**src/rtl/lock_arbiter.sv**
```systemverilog
// ---------------------------------------------------------------------------------------------
// lock_arbiter
//
// Lock-style arbiter for a shared resource. A requester raises its req bit and keeps it high for
// as long as it needs the resource. Once granted, it keeps the grant until it drops req.
// After every release the grant is all-zero for at least one cycle. The search pointer then moves
// just past the released owner, so the previous owner has the lowest priority at the next
// arbitration.
//
// Optional feature, enabled by defining the macro LOCK_ARB_TIMEOUT_EN:
//   A grant that has lasted MAX_HOLD cycles is revoked. timeout pulses for one cycle, and the
//   former owner is masked until it drops and re-raises its request. With the macro undefined,
//   grants are unlimited, timeout is tied low and no requester is ever masked.
//
// Parameters
//   REQS      number of requesters (2..16)
//   MAX_HOLD  longest grant, in cycles, when the timeout feature is built in (2..256)
//
// Ports
//   clk        clock; all state changes on its rising edge
//   rst        asynchronous active-high reset
//   req        per-requester request level
//   grant      registered one-hot grant, or all-zero
//   grant_vld  high exactly when grant is non-zero
//   grant_id   binary index of the granted requester; zero when grant_vld is low
//   timeout    one-cycle pulse marking a forced release
// ---------------------------------------------------------------------------------------------
module lock_arbiter #(
  parameter int unsigned  REQS     = 4,
  parameter int unsigned  MAX_HOLD = 16,
  localparam int unsigned IdW      = $clog2(REQS)
) (
  input  logic            clk,
  input  logic            rst,
  input  logic [REQS-1:0] req,
  output logic [REQS-1:0] grant,
  output logic            grant_vld,
  output logic [IdW-1:0]  grant_id,
  output logic            timeout
);

  localparam int unsigned      HoldW   = $clog2(MAX_HOLD);
  localparam logic [HoldW-1:0] HoldMax = HoldW'(MAX_HOLD - 1);
  localparam logic [IdW-1:0]   LastId  = IdW'(REQS - 1);
  localparam logic [REQS-1:0]  OneHot0 = REQS'(1);

  typedef enum logic [0:0] {
    StIdle,
    StOwn
  } state_e;

  state_e           state_q,     state_d;
  logic [REQS-1:0]  grant_q,     grant_d;
  logic             grant_vld_q, grant_vld_d;
  logic [IdW-1:0]   owner_q,     owner_d;
  logic [IdW-1:0]   ptr_q,       ptr_d;
  logic [HoldW-1:0] hold_q,      hold_d;
  logic [REQS-1:0]  mask_q,      mask_d;
  logic             timeout_q,   timeout_d;

  // -------------------------------------------------------------------------------------------
  // Rotating search: the first unmasked request at or above ptr_q, wrapping past REQS-1 to 0.
  // -------------------------------------------------------------------------------------------
  logic [REQS-1:0] cand;
  logic            pick_vld;
  logic [IdW-1:0]  pick_id;
  int unsigned     idx;
  logic [IdW-1:0]  sel;

  always_comb begin
    cand     = req & ~mask_q;
    pick_vld = 1'b0;
    pick_id  = '0;
    idx      = 0;
    sel      = '0;
    for (int unsigned i = 0; i < REQS; i++) begin
      idx = int'(ptr_q) + i;
      if (idx >= REQS) begin
        idx = idx - REQS;
      end
      sel = IdW'(idx);
      if (!pick_vld && cand[sel]) begin
        pick_vld = 1'b1;
        pick_id  = sel;
      end
    end
  end

  // Pointer value after a release: one past the current owner, modulo REQS.
  logic [IdW-1:0] ptr_after_owner;

  always_comb begin
    if (owner_q == LastId) begin
      ptr_after_owner = '0;
    end else begin
      ptr_after_owner = owner_q + 1'b1;
    end
  end

  // -------------------------------------------------------------------------------------------
  // Next-state logic
  // -------------------------------------------------------------------------------------------
  always_comb begin
    state_d     = state_q;
    grant_d     = grant_q;
    grant_vld_d = grant_vld_q;
    owner_d     = owner_q;
    ptr_d       = ptr_q;
    hold_d      = hold_q;
    timeout_d   = 1'b0;
`ifdef LOCK_ARB_TIMEOUT_EN
    // A mask bit lasts only until its requester is seen with req low.
    mask_d      = mask_q & req;
`else
    mask_d      = '0;
`endif

    unique case (state_q)
      StIdle: begin
        if (pick_vld) begin
          state_d     = StOwn;
          grant_d     = OneHot0 << pick_id;
          grant_vld_d = 1'b1;
          owner_d     = pick_id;
          hold_d      = '0;
        end
      end

      StOwn: begin
        if (!req[owner_q]) begin
          state_d     = StIdle;
          grant_d     = '0;
          grant_vld_d = 1'b0;
          owner_d     = '0;
          ptr_d       = ptr_after_owner;
        end
`ifdef LOCK_ARB_TIMEOUT_EN
        else if (hold_q == HoldMax) begin
          // Forced release; the owner must drop req before it can win again.
          state_d         = StIdle;
          grant_d         = '0;
          grant_vld_d     = 1'b0;
          owner_d         = '0;
          ptr_d           = ptr_after_owner;
          timeout_d       = 1'b1;
          mask_d[owner_q] = 1'b1;
        end
`endif
        else if (hold_q != HoldMax) begin
          hold_d = hold_q + 1'b1;
        end
      end

      default: begin
        state_d     = StIdle;
        grant_d     = '0;
        grant_vld_d = 1'b0;
        owner_d     = '0;
      end
    endcase
  end

  // -------------------------------------------------------------------------------------------
  // State and registered outputs
  // -------------------------------------------------------------------------------------------
  always_ff @(posedge clk or posedge rst) begin
    if (rst) begin
      state_q     <= StIdle;
      grant_q     <= '0;
      grant_vld_q <= 1'b0;
      owner_q     <= '0;
      ptr_q       <= '0;
      hold_q      <= '0;
      mask_q      <= '0;
      timeout_q   <= 1'b0;
    end else begin
      state_q     <= state_d;
      grant_q     <= grant_d;
      grant_vld_q <= grant_vld_d;
      owner_q     <= owner_d;
      ptr_q       <= ptr_d;
      hold_q      <= hold_d;
      mask_q      <= mask_d;
      timeout_q   <= timeout_d;
    end
  end

  assign grant     = grant_q;
  assign grant_vld = grant_vld_q;
  assign grant_id  = owner_q;
  assign timeout   = timeout_q;

endmodule

```
**config.mk**
```make
export PLATFORM = sky130hd
export DESIGN_NAME = lock_arbiter
export DESIGN_NICKNAME = d
export VERILOG_FILES = /design/src/rtl/lock_arbiter.sv
export SDC_FILE = /design/constraint.sdc
export NUM_CORES = 1
export LEC_CHECK = 0
export ABC_AREA = 1
export CORE_MARGIN = 5
export CORE_UTILIZATION = 35
export DETAILED_ROUTE_END_ITERATION = 10
export PLACE_DENSITY = 0.62
export SLEW_MARGIN = 10
export SYNTH_ARGS = -nofsm -noshare
export SYNTH_HDL_FRONTEND = slang
export SYNTH_SLANG_ARGS = --single-unit
```
**constraint.sdc**
```tcl
create_clock -name clk -period 2 [get_ports clk]
set_clock_uncertainty 0.1 [all_clocks]
set_input_delay 0.4 -clock clk [delete_from_list [all_inputs] [get_ports clk]]
set_output_delay 0.4 -clock clk [all_outputs]
set_load 0.005 [all_outputs]
```
==> Word-level counts from Yosys, hierarchy flattened <==
Index checks and enable logic that the tools add are counted.
{ "op_classes": {"n_addsub": 8, "n_lt_le_gt_ge": 9, "n_eq_ne": 3, "n_shift": 1, "muxes": 35, "bitwise_logic": 2, "n_reduce_logical": 8} }
{ "ops": {"columns": ["cell", "n"], "rows": [
  ["2-bit two-way mux", 11],
  ["2-bit by 3-bit < comparator with 1-bit output (second input constant)", 5],
  ["1-bit two-way mux", 13],
  ["1-bit binary-select mux with 2-bit select", 5],
  ["3-bit greater-or-equal comparator (second input constant)", 3],
  ["4-bit two-way mux", 2],
  ["4-bit one-hot mux with 2 select lines", 1],
  ["2-bit by 1-bit subtractor with 2-bit output (second input constant)", 4],
  ["2-bit by 2-bit adder with 3-bit output (second input constant)", 2],
  ["2-bit != test (second input constant)", 2],
  ["1-bit one-hot mux with 2 select lines", 2],
  ["2-bit one-hot mux with 2 select lines", 1],
  ["2-bit AND reduction", 2],
  ["1-bit by 2-bit left shift with 4-bit output (first input constant)", 1],
  ["2-bit by 1-bit adder with 3-bit output (second input constant)", 1],
  ["2-bit by 3-bit greater-or-equal comparator with 1-bit output (second input constant)", 1],
  ["1-bit logical AND", 3],
  ["1-bit logical NOT", 3],
  ["2-bit by 1-bit adder with 2-bit output (second input constant)", 1],
  ["2-bit equality test (second input constant)", 1],
  ["1-bit NOT", 2]
]} }
{ "totals": {"reg_bits": 10, "in_bits": 6, "word_cells": 71} }

==> Longest topological paths before layout <==
Gate-level depths: netlist (run 1).
{ "logic_depth": {"depth_word": 17, "ltp_mapped": 12, "mapped_depth_nobuf": 12} }

==> Least setup slack after synthesis (run 1) <==
Ideal clock, no wire load.
{ "synth_path": {"path_type": "register to register", "from": "register ptr_q[0]", "to": "register grant_q[0] (netlist: grant[0])", "setup_ns": 0.118, "arrival_ns": 1.245, "slack_ns": 0.538, "path_stages_with_launch": 11, "path_buffers": 1, "synth_period_minus_slack_ns": 1.462, "cell_sequence": "dfrtp_1 > buf_6 > nand2_2 > nand2_2 > nand2_2 > nand2_2 > nor2_4 > nand3b_1 > nand2_2 > nand3b_1 > nand2_1"} }
{ "synth_between": {"elab_chain_len": 17, "elab_cells_between_ends": 42, "cone_classes": "add/sub: 7; order compare: 4; eq/ne: 1; shift: 1; mux: 22; reduce/logical: 7"} }
{ "synth_rtl": {"columns": ["item", "line_no", "text"], "rows": [
  ["start: declaration", "56", "logic [IdW-1:0] ptr_q, ptr_d;"],
  ["start signal: assignment", "181", "ptr_q <= ptr_d;"],
  ["parallel branches: the longest is 17 deep, another holds 2-bit by 1-bit adder with 3-bit output", null, null],
  ["end signal: assignment", "178", "grant_q <= grant_d;"],
  ["end: declaration", "53", "logic [REQS-1:0] grant_q, grant_d;"]
]} }
Parallel ways; which one is timed is not known. The select of a mux whose other input is x is not followed.
A chain may end at the register's enable or synchronous reset.

==> Final worst setup path (run 1) <==
{ "layout_path": {"from": "register owner_q[0] (netlist: grant_id[0])", "to": "output grant_id[0]"} }
{ "layout_lines": {"columns": ["item", "line_no", "text"], "rows": [
  ["start: declaration", "55", "logic [IdW-1:0] owner_q, owner_d;"],
  ["start signal: assignment", "180", "owner_q <= owner_d;"],
  ["end: declaration", "38", "output logic [IdW-1:0] grant_id,"]
]} }
No word-level cell between the ends.

==> impl_results.md, run 1 <==
- Syn_nets: between 100 and 150
- Height of the die: 56.6 microns
- Worst vdd ir: slightly above 0.8 mV
- Initial Utilization: 0.376
- R2R cell count: 9
- CP endpoint kind: output port
- WL/cell: between 10 and 15 microns
- First-pass GRT wire length: 2860 microns
- Vias: roughly 730
- Placed cell areas: 897 sq um
- Critical path startpoint category: register
- Status: finished clean
- Share of layout cells above drive strength 1: 0.194
- Die Wd: about 57 microns
- Share of power burned in registers: 0.245
- Finished Core Util: 0.462
- Max Fclk: 558 MHz
- Synthesized area: between 700 and 800 sq um
- Post-DP HPWL: between 1000 and 1500 microns
- Post-CTS setup buffer count: 0
- Slew Limit Fails: 0
- Worst hold path class: primary input to async pin
- # nets final: ~130
- Switching Share: 0.499
- Fin area: ~930 sq um
- Yosys warns: 0
- Detailed Routing Iterations Pass 1: 4
- # rows: 16
- GP Congestion: around 0.84
- CTS root buf: clkbuf_4
- Area grow syn2layout: 22.9%
- Commonest non-fill, non-tap cells in the layout: 35 x nand2_1, 12 x clkdlybuf4s50_1, 11 x inv_1
- Drt total wl: approximately 1700 microns
- H-tree Lvls: 1
- DRC: 0
- Antenna violations before repair: 0
- Synth Instances: between 100 and 150
- DRT antenna net count: 0
- Largest net degree at the start of global routing: 12
- Via density: just under 5
- Worst path required time: around 1.5 ns
- # port buffers: 12
- Comb power frac: 0.643
- Placed insts: around 150
- Crit-path cells: clkdlybuf4s50_1
- Area of the core: just over 2000 sq um
- Fillers: roughly 200
- Int Pwr: between 0.8 and 0.9 mW
- Delay-heaviest family, CP: buffers and inverters
- Setup TNS: 0 ns
- Period utilization: 0.897
- Mean post-synth cell area: between 6 and 7 sq um
- Drt initial violations: 17
- # hold bufs at CTS: 0
- CTS Buffer Depth: 2
- Leakage power total: approximately 0.5 nW
- CTS resizes: 0
- Post-synth cell types: 23
- Clock Latency Late Sink: about 0.27 ns
- Setup CP Type: register to output port
- PwrDens: about 1700 nW/um^2
- Total grt overflow: 0
- Crit path DAT: approximately 1.3 ns
- Final std cells w/o fill: between 150 and 200
- CTS tree: built
- Min Tclk post-route: between 1.5 and 2 ns
- Final hold viol count: 0
- Die area: between 3000 and 4000 sq um
- Buf/Inv on CP: 1
- RSZ-0062 raised after global routing: false
- Worst path max stage delay: around 0.55 ns
- CTS buffer count: 3
- Most common cell after layout, fill and taps aside: nand2_1
- MaxCap Viol Count: 0
- Clk pwr share: 0.112
- Slowest cell on crit path: clkdlybuf4s50_1
- WHS: roughly 0.30 ns
- R2r setup slk: between 0.2 and 0.25 ns
- Total Routing Usage GR: 0.113
- Sw Pwr: roughly 0.81 mW
- CP max FO: 8
- Post-synthesis register bit count: 10
- CTS Sinks: 10
- Clk slew on worst S/H paths: 0.06 ns
- Boundary pin count: 14
- Antenna Cells: 0
- CP Depth: 1
- Setup violators final: 0
- Vias in the first global route: around 660
- Seq/Total Area, Yosys: 0.329
## sequential cells by signal (all words and copies together) (netlist names)
name	flops
ptr_q	2
state_q	1
grant_vld	1
grant_id	2
grant	4
## Yosys cell counts, drive strengths merged
master  instances  area share
a21boi          1      0.0099
a21oi           4       0.026
nor2            6       0.043
o21ai           7       0.046
dfrtp          10        0.33
nand3b          2       0.020
conb            1      0.0049
inv            13       0.064
nand2          47        0.29
buf             3       0.031
nand4           1      0.0082
ha              1       0.016
nand3          13        0.11
o31ai           1      0.0099
## path summary, 6_finish.rpt
check | end | start
max in group asynchronous | grant_id[1] | rst
min | grant_id[0] | rst
min reg2reg | grant_id[1] | state_q
max | grant_id[0] | grant_id[0]
max reg2reg | grant[0] | ptr_q[0]
min in group clk | grant_id[1] | state_q
## layout make-up
type,count,area [sq um],share of cell area
clock buffer,4,36.3,0.0389
tap,27,33.8,0.0362
timing repair buffer,13,128,0.137
multi-input combinational,84,437,0.468
inverter,13,48.8,0.0523
sequential,10,250,0.268
## stage by stage
| step | total power, mW | setup WS, ns |
|---|---|---|
| after floorplan | 1.17 | 0.538 |
| after global placement | 1.43 | -0.0181 |
| after detailed placement | 1.44 | -0.0214 |
| after CTS | 1.63 | 0.207 |
| after global routing | 1.78 | 0.0706 |
| final | 1.63 | 0.206 |
## per-layer routing
| metal | global-route usage | vias to the layer above | share of wire |
|---|---|---|---|
| met3 | 0.0229 | 7 | 0.042 |
| met5 | 0 | - | 0 |
| met2 | 0.162 | 17 | 0.44 |
| li1 | - | 375 | - |
| met4 | 0.0814 | 0 | 0.034 |
| met1 | 0.148 | 329 | 0.48 |
## cell families after synthesis
logic type      count (synthesis)  share of synthesized area
simple gates                   69                      0.461
compound gates                 13                     0.0923
flops                          10                      0.329
fa+ha+maj                       1                     0.0165
buf+inv                        16                     0.0956
other cells                     1                    0.00494
## power groups by stage
stage / clock network, mW / logic [mW] / registers, mW
6_report: 0.183 / 1.05 / 0.399
5_1_grt: 0.195 / 1.17 / 0.416
4_1_cts: 0.185 / 1.05 / 0.399
3_5_place_dp: 0 / 1.04 / 0.402
3_3_place_gp: 0 / 1.03 / 0.400
2_1_floorplan: 0 / 0.801 / 0.372
Note: power is estimated with default switching activity, not from simulation.
==> inputs of run 2 (changes only) <==
Settings changed: TNS_END_PERCENT from default to 50.
==> results of run 2 <==
Final layout, timing and power as in run 1 (identical DEF).
